### config.mk
export PLATFORM = sky130hd
export DESIGN_NAME = flicker_pwm
export DESIGN_NICKNAME = d
export VERILOG_FILES = /design/src/rtl/flicker_pkg.sv /design/src/rtl/flicker_lfsr.sv /design/src/rtl/flicker_pwm.sv
export SDC_FILE = /design/constraint.sdc
export NUM_CORES = 1
export LEC_CHECK = 0
export ABC_AREA = 1
export CAP_MARGIN = 40
export CORE_ASPECT_RATIO = 0.5
export CORE_UTILIZATION = 55
export CTS_CLUSTER_DIAMETER = 40
export DETAILED_ROUTE_END_ITERATION = 8
export GPL_TIMING_DRIVEN = 0
export PLACE_DENSITY = 0.73
export SLEW_MARGIN = 20
export SYNTH_ARGS = -nofsm -noshare
export SYNTH_HDL_FRONTEND = slang
export SYNTH_SLANG_ARGS = --single-unit
### constraint.sdc
create_clock -name clk -period 3 [get_ports clk]
set_input_delay 0.45 -clock clk [delete_from_list [all_inputs] [get_ports clk]]
set_output_delay 0.45 -clock clk [all_outputs]
set_load 0.02 [all_outputs]
### src/rtl/flicker_pkg.sv
// -----------------------------------------------------------------------------
// flicker_pkg
// Shared definitions for the candle-flicker LED driver: FSM state encoding,
// LFSR feedback taps, default brightness width and the LFSR step function.
// -----------------------------------------------------------------------------
package flicker_pkg;

    // Default width of the brightness level and of the PWM counter.
    localparam int PWM_BITS_DEFAULT = 8;

    // Galois feedback taps for the 16-bit right-shifting LFSR.
    localparam logic [15:0] LFSR_TAPS = 16'hB400;

    // Flicker controller states.
    typedef enum logic [1:0] {
        OFF  = 2'd0,
        PICK = 2'd1,
        SLEW = 2'd2
    } flicker_state_e;

    // One Galois step: shift right, fold taps back in when a one falls out.
    function automatic logic [15:0] lfsr_step(input logic [15:0] value);
        return value[0] ? ((value >> 1) ^ LFSR_TAPS) : (value >> 1);
    endfunction

endpackage

### src/rtl/flicker_lfsr.sv
// -----------------------------------------------------------------------------
// flicker_lfsr
// 16-bit Galois LFSR used as the random source for flicker targets.
//
// Ports:
//   clk        input   system clock
//   reset      input   synchronous active-high reset, loads SEED
//   advance    input   step the register to lfsr_next this cycle
//   lfsr       output  current register value
//   lfsr_next  output  value the register takes on an advance
// -----------------------------------------------------------------------------
module flicker_lfsr
    import flicker_pkg::*;
#(
    parameter logic [15:0] SEED = 16'hACE1
) (
    input  logic        clk,
    input  logic        reset,
    input  logic        advance,
    output logic [15:0] lfsr,
    output logic [15:0] lfsr_next
);

    // All-zero is a lock-up state for this LFSR; it should never be reached,
    // but if it is the sequence restarts from the seed.
    always_comb begin
        lfsr_next = (lfsr == 16'd0) ? SEED : lfsr_step(lfsr);
    end

    always_ff @(posedge clk) begin
        if (reset) begin
            lfsr <= SEED;
        end else if (advance || (lfsr == 16'd0)) begin
            lfsr <= lfsr_next;
        end
    end

endmodule

### src/rtl/flicker_pwm.sv
// -----------------------------------------------------------------------------
// flicker_pwm
// Candle-flicker LED driver. Random target levels come from an LFSR; the
// brightness slews toward each target by at most STEP per divider tick, and a
// free-running PWM stage turns the brightness into the LED drive.
//
// Ports:
//   clk     input   system clock, all state on rising edge
//   reset   input   synchronous active-high reset
//   tick    input   single-cycle slew strobe from the clock divider
//   enable  input   flicker enable; low forces the LED off
//   led     output  registered PWM LED drive
//   level   output  registered current brightness level
// -----------------------------------------------------------------------------
module flicker_pwm
    import flicker_pkg::*;
#(
    parameter int                  PWM_BITS  = PWM_BITS_DEFAULT,
    parameter logic [15:0]         LFSR_SEED = 16'hACE1,
    parameter logic [PWM_BITS-1:0] MIN_LEVEL = 8'd64,
    parameter logic [PWM_BITS-1:0] STEP      = 8'd4
) (
    input  logic                clk,
    input  logic                reset,
    input  logic                tick,
    input  logic                enable,
    output logic                led,
    output logic [PWM_BITS-1:0] level
);

    localparam logic [PWM_BITS:0] LEVEL_MAX = {1'b0, {PWM_BITS{1'b1}}};

    flicker_state_e      state;
    logic [PWM_BITS-1:0] target;
    logic [PWM_BITS-1:0] pwm_cnt;
    logic [PWM_BITS-1:0] duty;
    logic [15:0]         lfsr_cur;
    logic [15:0]         lfsr_next;
    logic                advance;
    logic [PWM_BITS:0]   slew_dist;
    logic                unused_lfsr_bits;

    // Never let a picked target go below the floor, so the flame stays lit.
    function automatic logic [PWM_BITS-1:0] clamp_target(input logic [PWM_BITS-1:0] raw);
        return (raw < MIN_LEVEL) ? MIN_LEVEL : raw;
    endfunction

    // Magnitude of level - target, computed signed one bit wider so it cannot wrap.
    function automatic logic [PWM_BITS:0] abs_diff(input logic [PWM_BITS-1:0] cur,
                                                   input logic [PWM_BITS-1:0] tgt);
        logic signed [PWM_BITS:0] d;
        d = $signed({1'b0, cur}) - $signed({1'b0, tgt});
        return (d < 0) ? $unsigned(-d) : $unsigned(d);
    endfunction

    // One STEP toward the target, saturated to the representable level range.
    function automatic logic [PWM_BITS-1:0] slew_toward(input logic [PWM_BITS-1:0] cur,
                                                        input logic [PWM_BITS-1:0] tgt);
        logic [PWM_BITS:0] wide;
        if (cur < tgt) begin
            wide = {1'b0, cur} + {1'b0, STEP};
            if (wide > LEVEL_MAX) begin
                wide = LEVEL_MAX;
            end
        end else begin
            wide = (cur < STEP) ? '0 : ({1'b0, cur} - {1'b0, STEP});
        end
        return wide[PWM_BITS-1:0];
    endfunction

    // The LFSR moves only while picking a new target.
    assign advance   = enable && (state == PICK);
    assign slew_dist = abs_diff(level, target);

    // Only the low bits of the next value feed the target; the rest are kept
    // visible for debug.
    assign unused_lfsr_bits = ^{lfsr_cur, lfsr_next[15:PWM_BITS]};

    flicker_lfsr #(
        .SEED(LFSR_SEED)
    ) u_lfsr (
        .clk      (clk),
        .reset    (reset),
        .advance  (advance),
        .lfsr     (lfsr_cur),
        .lfsr_next(lfsr_next)
    );

    always_ff @(posedge clk) begin
        if (reset) begin
            state   <= OFF;
            level   <= '0;
            target  <= '0;
            pwm_cnt <= '0;
            duty    <= '0;
            led     <= 1'b0;
        end else begin
            // PWM stage: duty only reloads at the period boundary so a level
            // change never produces a runt pulse mid-period.
            pwm_cnt <= pwm_cnt + 1'b1;
            if (&pwm_cnt) begin
                duty <= level;
            end
            led <= enable && (pwm_cnt < duty);

            // Flicker controller: enable low overrides everything, including tick.
            if (!enable) begin
                state <= OFF;
                level <= '0;
            end else begin
                case (state)
                    OFF: begin
                        level <= '0;
                        state <= PICK;
                    end
                    PICK: begin
                        target <= clamp_target(lfsr_next[PWM_BITS-1:0]);
                        state  <= SLEW;
                    end
                    SLEW: begin
                        if (tick) begin
                            if (slew_dist <= {1'b0, STEP}) begin
                                level <= target;
                                state <= PICK;
                            end else begin
                                level <= slew_toward(level, target);
                            end
                        end
                    end
                    default: begin
                        state <= OFF;
                    end
                endcase
            end
        end
    end

endmodule

==> flow_summary.json <==
{
  "hold_path_depth": 2,
  "layout_common_cells": "nand2_1, inv_1, dfxtp_1, nor2_1",
  "ctsHoldBuffers": 0,
  "yosysWarnings": 0,
  "yosysUniqueCellTypes": 36,
  "antenna_found_initial": 0,
  "r2r_slack_ns": 0.25,
  "cts_root_buffer": "clkbuf_16",
  "crit_chain": "inv_2 -> ha_1 -> inv_2 -> fa_1 -> inv_1 -> ha_1 -> nand3_1 -> nor2_2 -> nand3_1 -> nand2_1 -> nand3_2 -> nor2_4 -> nand2_2 -> buf_6 -> nand2_1 -> nand2_1 -> nor2_1 -> nor2_1 -> nor2_1",
  "reg2reg_depth": 19,
  "max_cap_viol_count": 0,
  "core_um2": 5490,
  "synthCells": 478,
  "worst_r2r_startpoint": "level[0]$_SDFFE_PP0P_",
  "synth_area_per_cell_um2": 6.59,
  "yosysTopAreaCell": "dfxtp_1",
  "endpoint": "level[0]$_SDFFE_PP0P_",
  "cts_buffer_depth": 2,
  "hold_path_class": "flip-flop to flip-flop",
  "synth_area_leaders": "dfxtp_1, nand2_1, inv_1",
  "gp_congestion": 0.849,
  "nFillCells": 536,
  "hold_viol": 0,
  "antenna_cells": 0,
  "cpLargestDelayFamily": "simple AND/OR/NAND/NOR gates",
  "grt_usage": 0.232,
  "period_share": 0.918,
  "ys_ff_latch": 51,
  "p_comb_frac": 0.227,
  "start_kind": "flip-flop",
  "switchingPower_w": 0.000503,
  "rr_endpoint": "level[0]$_SDFFE_PP0P_",
  "worst_pin_slew_ns": 0.514,
  "drive_gt1_frac": 0.0619,
  "syn_to_final_growth_pct": 13.2,
  "critPathLaunch": "level[0]$_SDFFE_PP0P_",
  "ys_seq_area_frac": 0.324,
  "power-per-cell-area_nw_per_um2": 499,
  "p_int_w": 0.00127,
  "clk_pin_slew_worst_paths_ns": 0.07,
  "via_count": 2904,
  "layout_commonest_cell": "nand2_1",
  "wl_mm": 6.70,
  "critPathSlowestCell": "fa_1",
  "fin_area_um2": 3570,
  "start_util": 0.574,
  "remaining_drc_errors": 0,
  "clock-skew-final_ns": 0.00539,
  "slowest_delay_ns": 0.41,
  "post-dp-hpwl_mm": 5.19,
  "hold_slack_ns": 0.467,
  "insertion_delay_ns": 0.29,
  "cts_buffers": 5,
  "max_freq_mhz": 363,
  "die_area_um2": 6050,
  "cts_tree": "done",
  "netlist_area_um2": 3150,
  "crit_path_max_fanout": 10,
  "final-max-slew-violation-count": 0,
  "antenna_left": 0,
  "crit_cells": 19,
  "nNetsFinal": 525,
  "status": "complete, no violations",
  "htree_levels": 2,
  "ioPinCount": 13,
  "critPathKind": "flip-flop to flip-flop",
  "cp-end-kind": "flip-flop",
  "cts.sinks": 51,
  "setup_violations": 0,
  "vdd_drop_max_mv": 0.366,
  "crit_required_ns": 3.23,
  "drtIter0Drc": 147,
  "syn-num-nets": 503,
  "area.sequential_um2": 1020,
  "routedWlPerCell_um": 11.7,
  "clock_power_share": 0.374,
  "swShare": 0.283,
  "seqPwrFrac": 0.399,
  "finalCriticalPeriod_ns": 2.75,
  "power_leakage_nw": 1.61,
  "grt_overflow": 0,
  "row_count": 19,
  "placed_area_um2": 3350,
  "die_y_um": 55.5,
  "io_buffers": 11,
  "grt_max_degree": 16,
  "grt_pass1_vias": 2488,
  "vias_per_cell": 5.06,
  "die_w_um": 109,
  "path_buf_inv": 4,
  "crit_arrival_ns": 2.98,
  "synth_top_area_frac": 0.324,
  "grt_first_pass_wirelength_mm": 11.0,
  "multi_input_area_um2": 1790,
  "drt-pass1-iter-count": 5,
  "relSlewSlack": 0.657
}
==> per-stage QoR <==
stage / setup TNS (ns) / setup slack [ns] / power, W / cells / utilization
3_3_place_gp: 0 / 0.124 / 0.00108 / 562 / 0.610
3_5_place_dp: 0 / 0.0964 / 0.00109 / 562 / 0.610
4_1_cts: 0 / 0.0853 / 0.00175 / 570 / 0.642
2_1_floorplan: 0 / 0.350 / 0.00102 / 478 / -
6_report: 0 / 0.246 / 0.00178 / 574 / 0.649
5_1_grt: -0.0182 / -0.0182 / 0.00187 / 574 / 0.649
==> worst min path at each step <==
| stage | slack [ns] | endpoint | startpoint |
|---|---|---|---|
| 2_1_floorplan | 0.43 | pwm_cnt[0]$_SDFF_PP0_ | pwm_cnt[0]$_SDFF_PP0_ |
| 3_3_place_gp | 0.44 | pwm_cnt[0]$_SDFF_PP0_ | pwm_cnt[0]$_SDFF_PP0_ |
| 3_5_place_dp | 0.46 | target[2]$_SDFFE_PP0P_ | target[2]$_SDFFE_PP0P_ |
| 4_1_cts | 0.47 | target[2]$_SDFFE_PP0P_ | target[2]$_SDFFE_PP0P_ |
| 5_1_grt | 0.49 | u_lfsr.lfsr[1]$_SDFFE_PP0P_ | u_lfsr.lfsr[1]$_SDFFE_PP0P_ |
| 6_report | 0.47 | u_lfsr.lfsr[1]$_SDFFE_PP0P_ | u_lfsr.lfsr[1]$_SDFFE_PP0P_ |
==> layout make-up <==
cell class / instances / share of cell area
inverters: 76 / 0.0800
flip-flops and latches: 51 / 0.286
clock buffers: 6 / 0.0389
plain buffers: 12 / 0.0168
well taps: 73 / 0.0256
clock inverters: 2 / 0.00982
multi-input cells: 339 / 0.503
repair buffers: 15 / 0.0393
==> cells by family (layout without fill, tap and decap cells) <==
logic type | count (synthesis) | count (layout) | synth area share
buf+inv | 88 | 111 | 0.110
xor+xnor | 6 | 6 | 0.0167
flops | 51 | 51 | 0.324
compound gates | 89 | 89 | 0.156
simple gates | 223 | 223 | 0.308
fa+ha+maj | 21 | 21 | 0.0858
==> Yosys cell counts <==
cell and count:
or2_2 3, nand3_1 42, nor2_2 2, inv_1 74, a311oi_1 1, ha_1 20
o21a_1 1, o21ai_0 30, or2_4 1, o2111ai_1 1, nand4_1 5, xor2_1 4
a221oi_1 1, o21bai_1 1, nand2_2 2, a2111oi_0 1, nor3_2 1, buf_6 2
xnor2_1 2, a21oi_1 41, nor3_1 5, a21o_1 1, dfxtp_1 51, nor2_4 2
clkinv_1 2, nand3b_1 1, fa_1 1, o211ai_1 4, clkbuf_1 10, nor2_1 46
nand2_1 110, nor4_1 2, nor3b_2 1, o221ai_1 3, o21ai_1 3, o31ai_1 1
==> power by group through the flow <==
| stage | clock [W] | combinational, W | sequential (W) |
|---|---|---|---|
| after floorplan | 0 | 0.000293 | 0.000723 |
| after global placement | 0 | 0.000360 | 0.000724 |
| after detailed placement | 0 | 0.000364 | 0.000724 |
| after CTS | 0.000679 | 0.000364 | 0.000709 |
| after global routing | 0.000706 | 0.000456 | 0.000711 |
| final | 0.000665 | 0.000404 | 0.000709 |
==> layer usage <==
layer  vias up  wire length, um  GRT usage
li1       1599                -          -
met1      1262             3570      0.324
met2        35             2870      0.370
met3         8              177     0.0390
met4         0               78     0.0637
met5         -                0          0
==> worst register-to-register path, delay by kind of cell (launching register included) <==
| family | cells | cell delay, ns |
|---|---|---|
| flops | 1 | 0.38 |
| buf+inv | 4 | 0.41 |
| fa+ha+maj | 3 | 0.80 |
| simple gates | 12 | 1.09 |
==> flip-flops by register name, summed over array words and instances (netlist names) <==
name,count
duty,8
led,1
level,8
pwm_cnt,8
state,2
target,8
u_lfsr.lfsr,16
==> repair_timing <==
action | CTS | global route
endpoints found under the setup margin | 0 | 10
buffers inserted | 0 | 4
resized for setup | 0 | 5
endpoints found under the hold margin | 0 | 0
No activity file was read; power rests on OpenSTA's default activity.
==> variant 1: new RTL, config.mk and constraints unchanged <==
Set the package constant `PWM_BITS_DEFAULT` to 9 (it was 8).
--- a/src/rtl/flicker_pkg.sv
+++ b/src/rtl/flicker_pkg.sv
@@ -8,3 +8,3 @@
     // Default width of the brightness level and of the PWM counter.
-    localparam int PWM_BITS_DEFAULT = 8;
+    localparam int PWM_BITS_DEFAULT = 9;
 
Ports: changed (resized level); port bits go from 13 to 14. No check against the original RTL was run, so the function may have changed too.
==> variant 1 against the original RTL <==
- final area grew 13%
- power grew 9.1%
- non-clock buffer count increased by 6
- synthesized area increased by 11%
- setup slack worse by 0.056 ns
- synthesized cell count rose by 10%
- sequential cell count increased by 4
- routed wire length up 25%
- via count increased by 16%
- largest power group unchanged
==> variant 1: results (changes against the original RTL) <==
- 61.2% — Worst slew margin, was 65.7%
- pwm_cnt[0]$_SDFF_PP0_ — worst min-delay path endpoint, was u_lfsr.lfsr[1]$_SDFFE_PP0P_
- 5 — Clock buffer cells, was 6
- 3377 — routed vias, was 2904
- 3750 sq um — cell area reported after detailed placement, was 3350 sq um
- 0.264 mV — IR drop worst, VDD, was 0.366 mV
- 0.19 ns — worst-case register-to-register setup slack, was 0.25 ns
- 5 — Max FO, Critical Path, was 10
- 8.42% — post-synthesis adder-cell area fraction, was 8.58%
- 555 — post-synth net total, was 503
- level[7]$_SDFFE_PP0P_ — R2R Path End, was level[0]$_SDFFE_PP0P_
- 2.75% — xor-xnor portion of the synthesized cell area, was 1.67%
- 183 — number of violations reported at the end of detailed-routing iteration 0, was 147
- 35 — count of different cell masters after synthesis, was 36
- complete, no violations — run status, unchanged
- 33 — number of buffers outside the clock class in the layout, was 27
- 14.6% — area growth from synthesis to final layout, was 13.2%
- 390 — comb_multi_in, was 339
- 0.473 ns — final hold slack, was 0.467 ns
- 0.601 mW — Switching Power, was 0.503 mW
- 15.3% — share of the synthesized area in compound gates (AO/OA/AOI/OAI), was 15.6%
- sky130_fd_sc_hd__fa_2 — master of the slowest instance on the critical path, was sky130_fd_sc_hd__fa_1
- 0.947 — last weighted congestion value of the routability-driven placer, was 0.849
- 591 — fillers, was 536
- 71 — number of inverters outside the clock class in the layout, was 76
- 10.8% — fraction of layout instances using a drive strength above 1, was 6.19%
- 6.20 mm — post-detailed-placement half-perimeter wirelength, was 5.19 mm
- 1100 sq um — Sequential cell area, was 1020 sq um
- 583 — number of nets at the end of the flow, was 525
- 0.46 ns — highest cell delay on the worst timing path, was 0.41 ns
- 0.00929 ns — worst clock skew, was 0.00539 ns
- 13.8 mm — wire length of the first global-routing pass, was 11.0 mm
- 4 — Pre-antenna DRT Iters, was 5
- 6.10% — signal buffers share of area, was 5.61%
- 19 — pin count of the biggest net entering global routing, was 16
variant 1: worst max path at each step:
stage	from	to	slack [ns]	cells after the start
2_1_floorplan	level[0]$_SDFFE_PP0P_	level[0]$_SDFFE_PP0P_	0.19	20
3_3_place_gp	level[0]$_SDFFE_PP0P_	level[7]$_SDFFE_PP0P_	-0.004	20
3_5_place_dp	level[0]$_SDFFE_PP0P_	level[7]$_SDFFE_PP0P_	-0.01	20
4_1_cts	level[0]$_SDFFE_PP0P_	level[7]$_SDFFE_PP0P_	0.02	20
5_1_grt	level[0]$_SDFFE_PP0P_	level[7]$_SDFFE_PP0P_	-0.002	20
6_report	level[0]$_SDFFE_PP0P_	level[7]$_SDFFE_PP0P_	0.19	20
variant 1: timing repair:
action / CTS / global route
endpoints found under the setup margin: 1 / 10
pin swaps: 0 / 7
gates resized for setup: 1 / 13
setup buffers: 2 / 4
gates cloned: 0 / 2
variant 1: stage by stage:
stage,TNS [ns],total power [mW],std cells,setup slack (ns)
global route,-0.00206,2.03,645,-0.00206
global placement,-0.00436,1.22,629,-0.00436
CTS,0,1.90,639,0.0220
finish,0,1.94,645,0.190
detailed placement,-0.0138,1.22,629,-0.0138
floorplan,0,1.14,528,0.186
variant 1: power by group through the flow:
| stage | combinational (mW) | clock (mW) | sequential (mW) |
|---|---|---|---|
| floorplan | 0.357 | 0 | 0.781 |
| global placement | 0.433 | 0 | 0.783 |
| detailed placement | 0.440 | 0 | 0.783 |
| finish | 0.501 | 0.672 | 0.767 |
| global route | 0.558 | 0.705 | 0.770 |
| CTS | 0.451 | 0.680 | 0.766 |
variant 1: layer usage:
metal	wire (um)	track usage, %
met1	4150	35.7
met2	3720	45.5
met3	440	3.50
met4	55	5.38
met5	0	0
==> variant 2: new RTL, same flow settings <==
Made on the original files. The output `led` loses its register stage (`led` becomes a continuous assignment). Comments in the files are not updated.
--- a/src/rtl/flicker_pwm.sv
+++ b/src/rtl/flicker_pwm.sv
@@ -95,3 +95,2 @@
             duty    <= '0;
-            led     <= 1'b0;
         end else begin
@@ -103,3 +102,2 @@
             end
-            led <= enable && (pwm_cnt < duty);
 
@@ -137,2 +135,4 @@
 
+    assign led = enable && (pwm_cnt < duty);
+
 endmodule
Behaviour: same outputs for any inputs over 10 cycles, from zero or initial values and one cycle with reset high; that may be too few to reach the edited logic, so the function may still have changed.
==> variant 2 against the original RTL <==
- fmax grew 0.64%
- final area grew 2.3%
- sequential cell count shrank 1
- power shrank 1.6%
- routed wire length grew 7.0%
- register-to-register slack gained 0.04 ns
- synthesized area grew 3.6%
- setup slack gained 0.018 ns
- largest power group unchanged
- highest routed layer unchanged
==> variant 2: results (changes against the original RTL) <==
- 184 — number of violations reported at the end of detailed-routing iteration 0, was 147
- 2 — Max FO, Critical Path, was 10
- 4 — Pre-antenna DRT Iters, was 5
- 2.29 ns — arrival time of data at the critical path endpoint, was 2.98 ns
- 590 — Final Instance Count excl. Fillers, was 574
- 498 — Gate Count Post-Synth, was 478
- 0.64 ns — highest cell delay on the worst timing path, was 0.41 ns
- 59.2% — Worst slew margin, was 65.7%
- flip-flop to flip-flop — path type of the worst min-delay path, unchanged
- 112 x sky130_fd_sc_hd__nand2_1, 75 x sky130_fd_sc_hd__inv_1, 50 x sky130_fd_sc_hd__dfxtp_1 — top cells by instance count after synthesis, was 110 x sky130_fd_sc_hd__nand2_1, 74 x sky130_fd_sc_hd__inv_1, 51 x sky130_fd_sc_hd__dfxtp_1
- 8.90% — fraction of layout instances using a drive strength above 1, was 6.19%
- 2660 — via count of the first global-routing pass, was 2488
- 0.06 ns — clock slew at the register clock pins of the worst setup and hold paths
- 0 — number of buffers inserted to repair setup after CTS, unchanged
- sky130_fd_sc_hd__dfxtp_1 — dominant register cell in the synthesized netlist, unchanged
- 523 — post-synth net total, was 503
- 542 — number of nets at the end of the flow, was 525
- 0.00478 ns — worst clock skew, was 0.00539 ns
- 0 — YS warnings, unchanged
- buffers and inverters — family of cells with the greatest summed delay on the critical path, was simple AND/OR/NAND/NOR gates
- sky130_fd_sc_hd__clkdlybuf4s50_1 — master of the slowest instance on the critical path, was sky130_fd_sc_hd__fa_1
- 12 — Buffers on Ports, was 11
- 0% — asr flop ratio synth, unchanged
- sky130_fd_sc_hd__dfxtp_1 31%, sky130_fd_sc_hd__nand2_1 13%, sky130_fd_sc_hd__inv_1 8.6% — leading cell types by total area after synthesis, was sky130_fd_sc_hd__dfxtp_1 32%, sky130_fd_sc_hd__nand2_1 13%, sky130_fd_sc_hd__inv_1 8.8%
- 583 — dpl cells, was 562
- 0.29 ns — insertion delay to the later sink of the worst-skew pair, about the same
- 24.4% — all-layer global routing usage, was 23.2%
- 0.901 — last weighted congestion value of the routability-driven placer, was 0.849
- 2 — H-tree level count, unchanged
- 37 — count of different cell masters after synthesis, was 36
- 12.2 mm — wire length of the first global-routing pass, was 11.0 mm
- 0.286 mV — IR drop worst, VDD, was 0.366 mV
- 5 — TritonCTS buffer count, unchanged
- 3480 sq um — cell area reported after detailed placement, was 3350 sq um
- complete, no violations — run status, unchanged
- 16 — max FFs per register, unchanged
- 5.57 mm — post-detailed-placement half-perimeter wirelength, was 5.19 mm
- 15 — pin count of the biggest net entering global routing, was 16
- 0.153 ns — post-place setup slack, was 0.0964 ns
- 537 — fillers, was 536
- 5.20 — routed via count divided by cell count, was 5.06
- 30.7% — share of the yosys chip area belonging to registers, was 32.4%
- 7.16 mm — total wirelength of the detailed-routed design, was 6.70 mm
- 1.65 nW — leakage power figure, was 1.61 nW
- 2 — Clock Tree Buf Depth, unchanged
- 0 — initial antenna violation count, unchanged
## variant 2: cell count changes in the layout (fill, tap and decap cells not counted), sizes merged, moves of 3 or more
| cell | unedited run | this run |
|---|---|---|
| a21oi | 41 | 44 |
| buf | 6 | 1 |
| clkbuf | 16 | 13 |
| inv | 74 | 81 |
| nand2 | 112 | 127 |
| nand3 | 42 | 51 |
| o21ai | 33 | 30 |
## variant 2: what timing repair did
| item | CTS | global route |
|---|---|---|
| setup endpoints to repair | 0 | 10 |
| hold buffers | 0 | 0 |
| resized for setup | 0 | 4 |
## variant 2: per-layer routing
layer	track usage [%]	routed length [um]
met1	34.9	3830
met2	38.5	3050
met3	3.35	208
met4	7.05	74
met5	0	0
## variant 2: layout make-up
| cell class | instances | area [sq um] | area share (%) |
|---|---|---|---|
| Clock buffer | 6 | 139 | 3.81 |
| Tap cell | 73 | 91.3 | 2.50 |
| Inverter | 82 | 310 | 8.50 |
| Sequential cell | 50 | 1000 | 27.5 |
| Buffer | 8 | 31.3 | 0.857 |
| Timing Repair Buffer | 12 | 120 | 3.29 |
| Multi-Input combinational cell | 358 | 1920 | 52.7 |
| Clock inverter | 1 | 30.0 | 0.823 |
## variant 2: cell families (layout without fill, tap and decap cells)
| kind of cell | Yosys count | count (layout) | synth area share (%) |
|---|---|---|---|
| AND/OR/NAND/NOR | 247 | 247 | 35.1 |
| buffers and inverters | 90 | 109 | 10.5 |
| AO/OA/AOI/OAI | 87 | 87 | 14.7 |
| flip-flops | 50 | 50 | 30.7 |
| adder cells (fa/ha/maj) | 21 | 21 | 8.28 |
| XOR/XNOR | 3 | 3 | 0.805 |
## variant 2: power breakdown
part	internal [mW]	total (mW)	switching, mW
clock network	0.412	0.657	0.245
registers	0.681	0.695	0.0138
logic	0.136	0.398	0.262
total	1.23	1.75	0.521
## variant 2: final timing paths
path                            slack (ns)                   startpoint                     endpoint  cells after the start
worst max-delay path                  0.26         duty[1]$_SDFFE_PP0P_                          led                      9
worst min-delay path                  0.46  u_lfsr.lfsr[9]$_SDFFE_PP0P_  u_lfsr.lfsr[9]$_SDFFE_PP0P_                      2
worst max register to register        0.29        level[0]$_SDFFE_PP0P_        level[1]$_SDFFE_PP0P_                     18
worst min register to register        0.46  u_lfsr.lfsr[9]$_SDFFE_PP0P_  u_lfsr.lfsr[9]$_SDFFE_PP0P_                      2
